===== src/rtl/instruction_fetch.sv =====
// Fetch stage: PC, single-outstanding imem handshake, IF/ID register.
// Holds a one-entry skid for words returning while decode is stalled.
module instruction_fetch #(
  parameter int unsigned     XLEN     = 32,
  parameter logic [XLEN-1:0] RESET_PC = '0
) (
  input  logic            clk,
  input  logic            rst_n,
  output logic            imemReq,
  output logic [XLEN-1:0] imemAddr,
  input  logic            imemReady,
  input  logic            imemRvalid,
  input  logic [31:0]     imemRdata,
  input  logic            PCSource,
  input  logic [XLEN-1:0] PCTarget,
  input  logic            stall,
  input  logic            flush,
  output logic [31:0]     instr,
  output logic [XLEN-1:0] instrPC,
  output logic [XLEN-1:0] instrPCPlus4,
  output logic            instrValid,
  output logic [6:0]      OPCode,
  output logic [3:0]      funct3,
  output logic            funct7
);

  localparam logic [31:0] NOP = 32'h0000_0013;

  typedef enum logic [1:0] {
    S_FETCH,
    S_WAIT,
    S_HOLD
  } state_e;

  state_e          state_q, state_d;
  logic [XLEN-1:0] pc_q, pc_d;
  logic [XLEN-1:0] req_pc_q, req_pc_d;
  logic            kill_q, kill_d;
  logic [31:0]     skid_q, skid_d;
  logic [XLEN-1:0] skid_pc_q, skid_pc_d;
  logic [31:0]     instr_q, instr_d;
  logic [XLEN-1:0] ipc_q, ipc_d;
  logic            valid_q, valid_d;

  logic            redirect;
  logic            slot_free;
  logic [XLEN-1:0] target;

  assign redirect  = PCSource | flush;
  assign target    = PCTarget & ~XLEN'(3);
  assign slot_free = !valid_q || !stall;

  assign imemReq      = rst_n && (state_q == S_FETCH);
  assign imemAddr     = pc_q;
  assign instr        = instr_q;
  assign instrPC      = ipc_q;
  assign instrValid   = valid_q;
  assign instrPCPlus4 = ipc_q + XLEN'(4);
  assign OPCode       = instr_q[6:0];
  assign funct3       = {1'b0, instr_q[14:12]};
  assign funct7       = instr_q[30];

  // Next-state: fetch FSM, PC/redirect, kill tracking, skid and IF/ID.
  always_comb begin
    state_d   = state_q;
    pc_d      = pc_q;
    req_pc_d  = req_pc_q;
    kill_d    = kill_q;
    skid_d    = skid_q;
    skid_pc_d = skid_pc_q;
    instr_d   = instr_q;
    ipc_d     = ipc_q;
    valid_d   = valid_q && stall;
    if (redirect) begin
      pc_d    = target;
      valid_d = valid_q && stall && !flush;
    end
    unique case (state_q)
      S_FETCH: begin
        if (imemReady) begin
          req_pc_d = pc_q;
          state_d  = S_WAIT;
          if (redirect) kill_d = 1'b1;
          else          pc_d   = pc_q + XLEN'(4);
        end
      end
      S_WAIT: begin
        if (imemRvalid) begin
          state_d = S_FETCH;
          if (kill_q || redirect) begin
            kill_d = 1'b0;
          end else if (slot_free) begin
            instr_d = imemRdata;
            ipc_d   = req_pc_q;
            valid_d = 1'b1;
          end else begin
            skid_d    = imemRdata;
            skid_pc_d = req_pc_q;
            state_d   = S_HOLD;
          end
        end else if (redirect) begin
          kill_d = 1'b1;
        end
      end
      S_HOLD: begin
        if (redirect) begin
          state_d = S_FETCH;
        end else if (slot_free) begin
          instr_d = skid_q;
          ipc_d   = skid_pc_q;
          valid_d = 1'b1;
          state_d = S_FETCH;
        end
      end
      default: state_d = S_FETCH;
    endcase
  end

  // State registers; async reset discards any in-flight fetch.
  always_ff @(posedge clk or negedge rst_n) begin
    if (!rst_n) begin
      state_q   <= S_FETCH;
      pc_q      <= RESET_PC;
      req_pc_q  <= '0;
      kill_q    <= 1'b0;
      skid_q    <= NOP;
      skid_pc_q <= '0;
      instr_q   <= NOP;
      ipc_q     <= '0;
      valid_q   <= 1'b0;
    end else begin
      state_q   <= state_d;
      pc_q      <= pc_d;
      req_pc_q  <= req_pc_d;
      kill_q    <= kill_d;
      skid_q    <= skid_d;
      skid_pc_q <= skid_pc_d;
      instr_q   <= instr_d;
      ipc_q     <= ipc_d;
      valid_q   <= valid_d;
    end
  end

endmodule


===== config.mk =====
export PLATFORM = sky130hd
export DESIGN_NAME = instruction_fetch
export DESIGN_NICKNAME = d
export VERILOG_FILES = /design/src/rtl/instruction_fetch.sv
export SDC_FILE = /design/constraint.sdc
export NUM_CORES = 1
export LEC_CHECK = 0
export CELL_PAD_IN_SITES_DETAIL_PLACEMENT = 0
export CELL_PAD_IN_SITES_GLOBAL_PLACEMENT = 1
export CORE_ASPECT_RATIO = 2
export CORE_MARGIN = 2
export CORE_UTILIZATION = 49
export CTS_CLUSTER_DIAMETER = 50
export DETAILED_ROUTE_END_ITERATION = 10
export DONT_BUFFER_PORTS = 1
export GPL_TIMING_DRIVEN = 0
export PLACE_DENSITY_LB_ADDON = 0.1
export SLEW_MARGIN = 5
export SYNTH_ARGS = -nofsm -noshare
export SYNTH_HDL_FRONTEND = slang
export SYNTH_SLANG_ARGS = --single-unit

===== constraint.sdc =====
create_clock -name clk -period 2.5 [get_ports clk]
set_input_delay 0.625 -clock clk [delete_from_list [all_inputs] [get_ports clk]]
set_output_delay 0.625 -clock clk [all_outputs]
set_load 0.01 [all_outputs]

==> results.json <==
{
  "rsz0062_at_grt": "true",
  "hold_class": "in -> async",
  "fin_cells": 1106,
  "drive_gt1_share_pct": 27.7,
  "synth_area_um2": 9230,
  "initial_core_util_pct": 49.5,
  "core_area_um2": 18700,
  "fin_crit_sh_pct": 113,
  "power.leakage_nw": 4.65,
  "synth_top_area_share_pct": 51.5,
  "synthesis.instances": 836,
  "grt_overflow": 0,
  "critical_path.max_fanout": 7,
  "clock-skew-final_ns": 0.00938,
  "grt_use_total_pct": 23.3,
  "failed_checks": "hold timing, setup timing",
  "power.density_nw_per_um2": 916,
  "cts_buffers": 17,
  "synthTopCellsByArea": "dfrtp_1, mux2_2, mux2i_1, o21ai_0, nand2_1",
  "grt_pass1_wl_um": 36000,
  "synth_ff_type": "dfrtp_1",
  "layout_common_cells": "dfrtp_1, nand2_1, o21ai_0, mux2_2, mux2i_1",
  "vias_per_cell": 5.84,
  "syn_to_final_growth_pct": 15.5,
  "clk_path_buf_depth": 2,
  "async_reset_ff_share_pct": 100,
  "cts_root_buffer": "clkbuf_16",
  "wl_um": 22900,
  "fill_cells": 1610,
  "gp_congestion": 0.827,
  "r2r_cells": 7,
  "post_drt_wl_per_cell_um": 20.7,
  "drc": 0,
  "die_w_um": 101,
  "path_clk_slew_ns": 0.07,
  "multiInputGateArea_um2": 4240,
  "place_inst": 1055,
  "report.final.slew_viol_count": 0,
  "cts.htree.levels": 4,
  "worst-slew-pin-transition_ns": 0.738,
  "antenna_cells": 0,
  "syn_area_per_cell_um2": 11.0,
  "synth_warnings": 0,
  "setup_viol": 18,
  "startpoint_type": "register",
  "hold_ws_ns": -0.114,
  "grt_pass1_vias": 6835,
  "vdd.ir_drop.worst_mv": 0.472,
  "syn_nets": 912,
  "layout.nets": 950,
  "clk_latency_ns": 0.43,
  "hold_viol_final": 190,
  "place_ws_ns": -0.480,
  "ys_ff_latch": 196,
  "synth_top_cell_by_area": "dfrtp_1",
  "vias": 6460,
  "outcome": "finished with violations",
  "hpwlAfterDp_um": 16900,
  "die_area_um2": 20000,
  "drtPass1Iterations": 5,
  "slew_headroom_pct": 50.4,
  "clkSinkCount": 196,
  "cts_tree": "yes",
  "max_freq_ghz": 0.354,
  "antenna_found_initial": 0,
  "r2r_end": "imemAddr[19]$_DFF_PN0_",
  "fp-row-count": 71,
  "synth-edff-count": 0,
  "worstReg2RegStart": "state_q[0]$_DFFE_PN0P_",
  "yosysSeqAreaShare_pct": 53.2,
  "cp.arrival_ns": 2.20,
  "setup_ws_ns": -0.327,
  "boundaryPins": 213,
  "grt_max_degree": 198,
  "worstPathRequired_ns": 1.88,
  "die_h_um": 198,
  "crit_type": "reg -> out",
  "postRouteAntennaNets": 0,
  "finalCriticalPeriod_ns": 2.83,
  "ys_types": 46,
  "seq_area_um2": 4940,
  "final_common_cell": "dfrtp_1",
  "reg2reg_slack_ns": 0.14,
  "drt-initial-drc-count": 154,
  "end_kind": "output port",
  "io_buffer_count": 0,
  "cap_viol_max_count": 0
}
-- cells by family after synthesis --
group | share of synthesized area (%)
AO/OA/AOI/OAI | 7.70
XOR/XNOR | 3.61
adder cells (fa/ha/maj) | 0.678
buffers and inverters | 4.19
flip-flops | 53.2
multiplexers | 17.8
other | 0.0406
AND/OR/NAND/NOR | 12.7
-- worst max-delay path by stage --
stage,cells after the start,endpoint,from
finish,5,instrPCPlus4[29],instrPC[12]$_DFFE_PN0P_
global route,4,instrPCPlus4[31],instrPC[13]$_DFFE_PN0P_
CTS,5,instrPCPlus4[28],instrPC[16]$_DFFE_PN0P_
detailed placement,6,instrPCPlus4[31],instrPC[12]$_DFFE_PN0P_
global placement,6,instrPCPlus4[31],instrPC[12]$_DFFE_PN0P_
floorplan,6,instrPCPlus4[28],instrPC[12]$_DFFE_PN0P_
-- final cells by class --
cell class	instances	area share, %
clock inverter	10	1.16
inverter	18	0.634
tap	219	2.57
multi-input combinational	562	39.8
sequential	196	46.3
timing repair buffer	22	1.90
buffer	57	3.19
clock buffer	22	4.36
-- synth_stat cells, types with 17 or more instances --
| master | number |
|---|---|
| a31oi_1 | 21 |
| clkbuf_1 | 25 |
| dfrtp_1 | 190 |
| inv_1 | 18 |
| mux2_2 | 85 |
| mux2i_1 | 65 |
| nand2_1 | 109 |
| nand3_1 | 17 |
| nor2_1 | 29 |
| o21ai_0 | 89 |
| xnor2_1 | 17 |
| xor2_1 | 21 |
-- power by group --
group | switching [W] | internal, W
sequential | 0.00115 | 0.00397
clock | 0.00119 | 0.00154
combinational | 0.00102 | 0.000893
-- state kept, by name, summed over array words and instances (netlist names) --
name	flops
imemAddr	32
instr	32
instrPC	32
instrValid	1
kill_q	1
req_pc_q	32
skid_pc_q	32
skid_q	32
state_q	2
-- stage by stage --
stage,setup TNS [ns],power [W],util [%],instance area [um^2],hold WS (ns)
floorplan,0,0.00623,-,9230,0.329
detailed placement,-23.83,0.00688,50.9,9500,0.334
CTS,-4.22,0.00979,56.3,10500,-0.132
finish,-3.23,0.00976,57.1,10700,-0.114
global placement,-19.34,0.00677,50.9,9500,0.334
global route,-4.97,0.0103,57.1,10700,-0.140
-- per-layer routing --
layer	global-route usage (%)	share of wire [%]	wire [um]	up-vias
met1	25.4	37	8410	3226
met4	9.36	2.6	597	0
li1	-	-	-	2995
met5	0	0	0	-
met3	5.12	5.5	1270	32
met2	42.9	55	12700	207
-- repair_timing --
action | in CTS | in global routing
setup endpoints to repair | 76 | 49
hold endpoints to repair | 190 | 190
resized for setup | 75 | 29
pin swaps | 17 | 9
gates cloned | 0 | 0
setup buffers | 18 | 6
-- critical path, cell delays in order (launching register included) --
cell and delay (ns):
dfrtp_2 0.41, clkbuf_8 0.14, nand4_1 0.16, or4_4 0.55, nor3b_2 0.24, xor2_1 0.27
(Power assumes the default switching activity.)
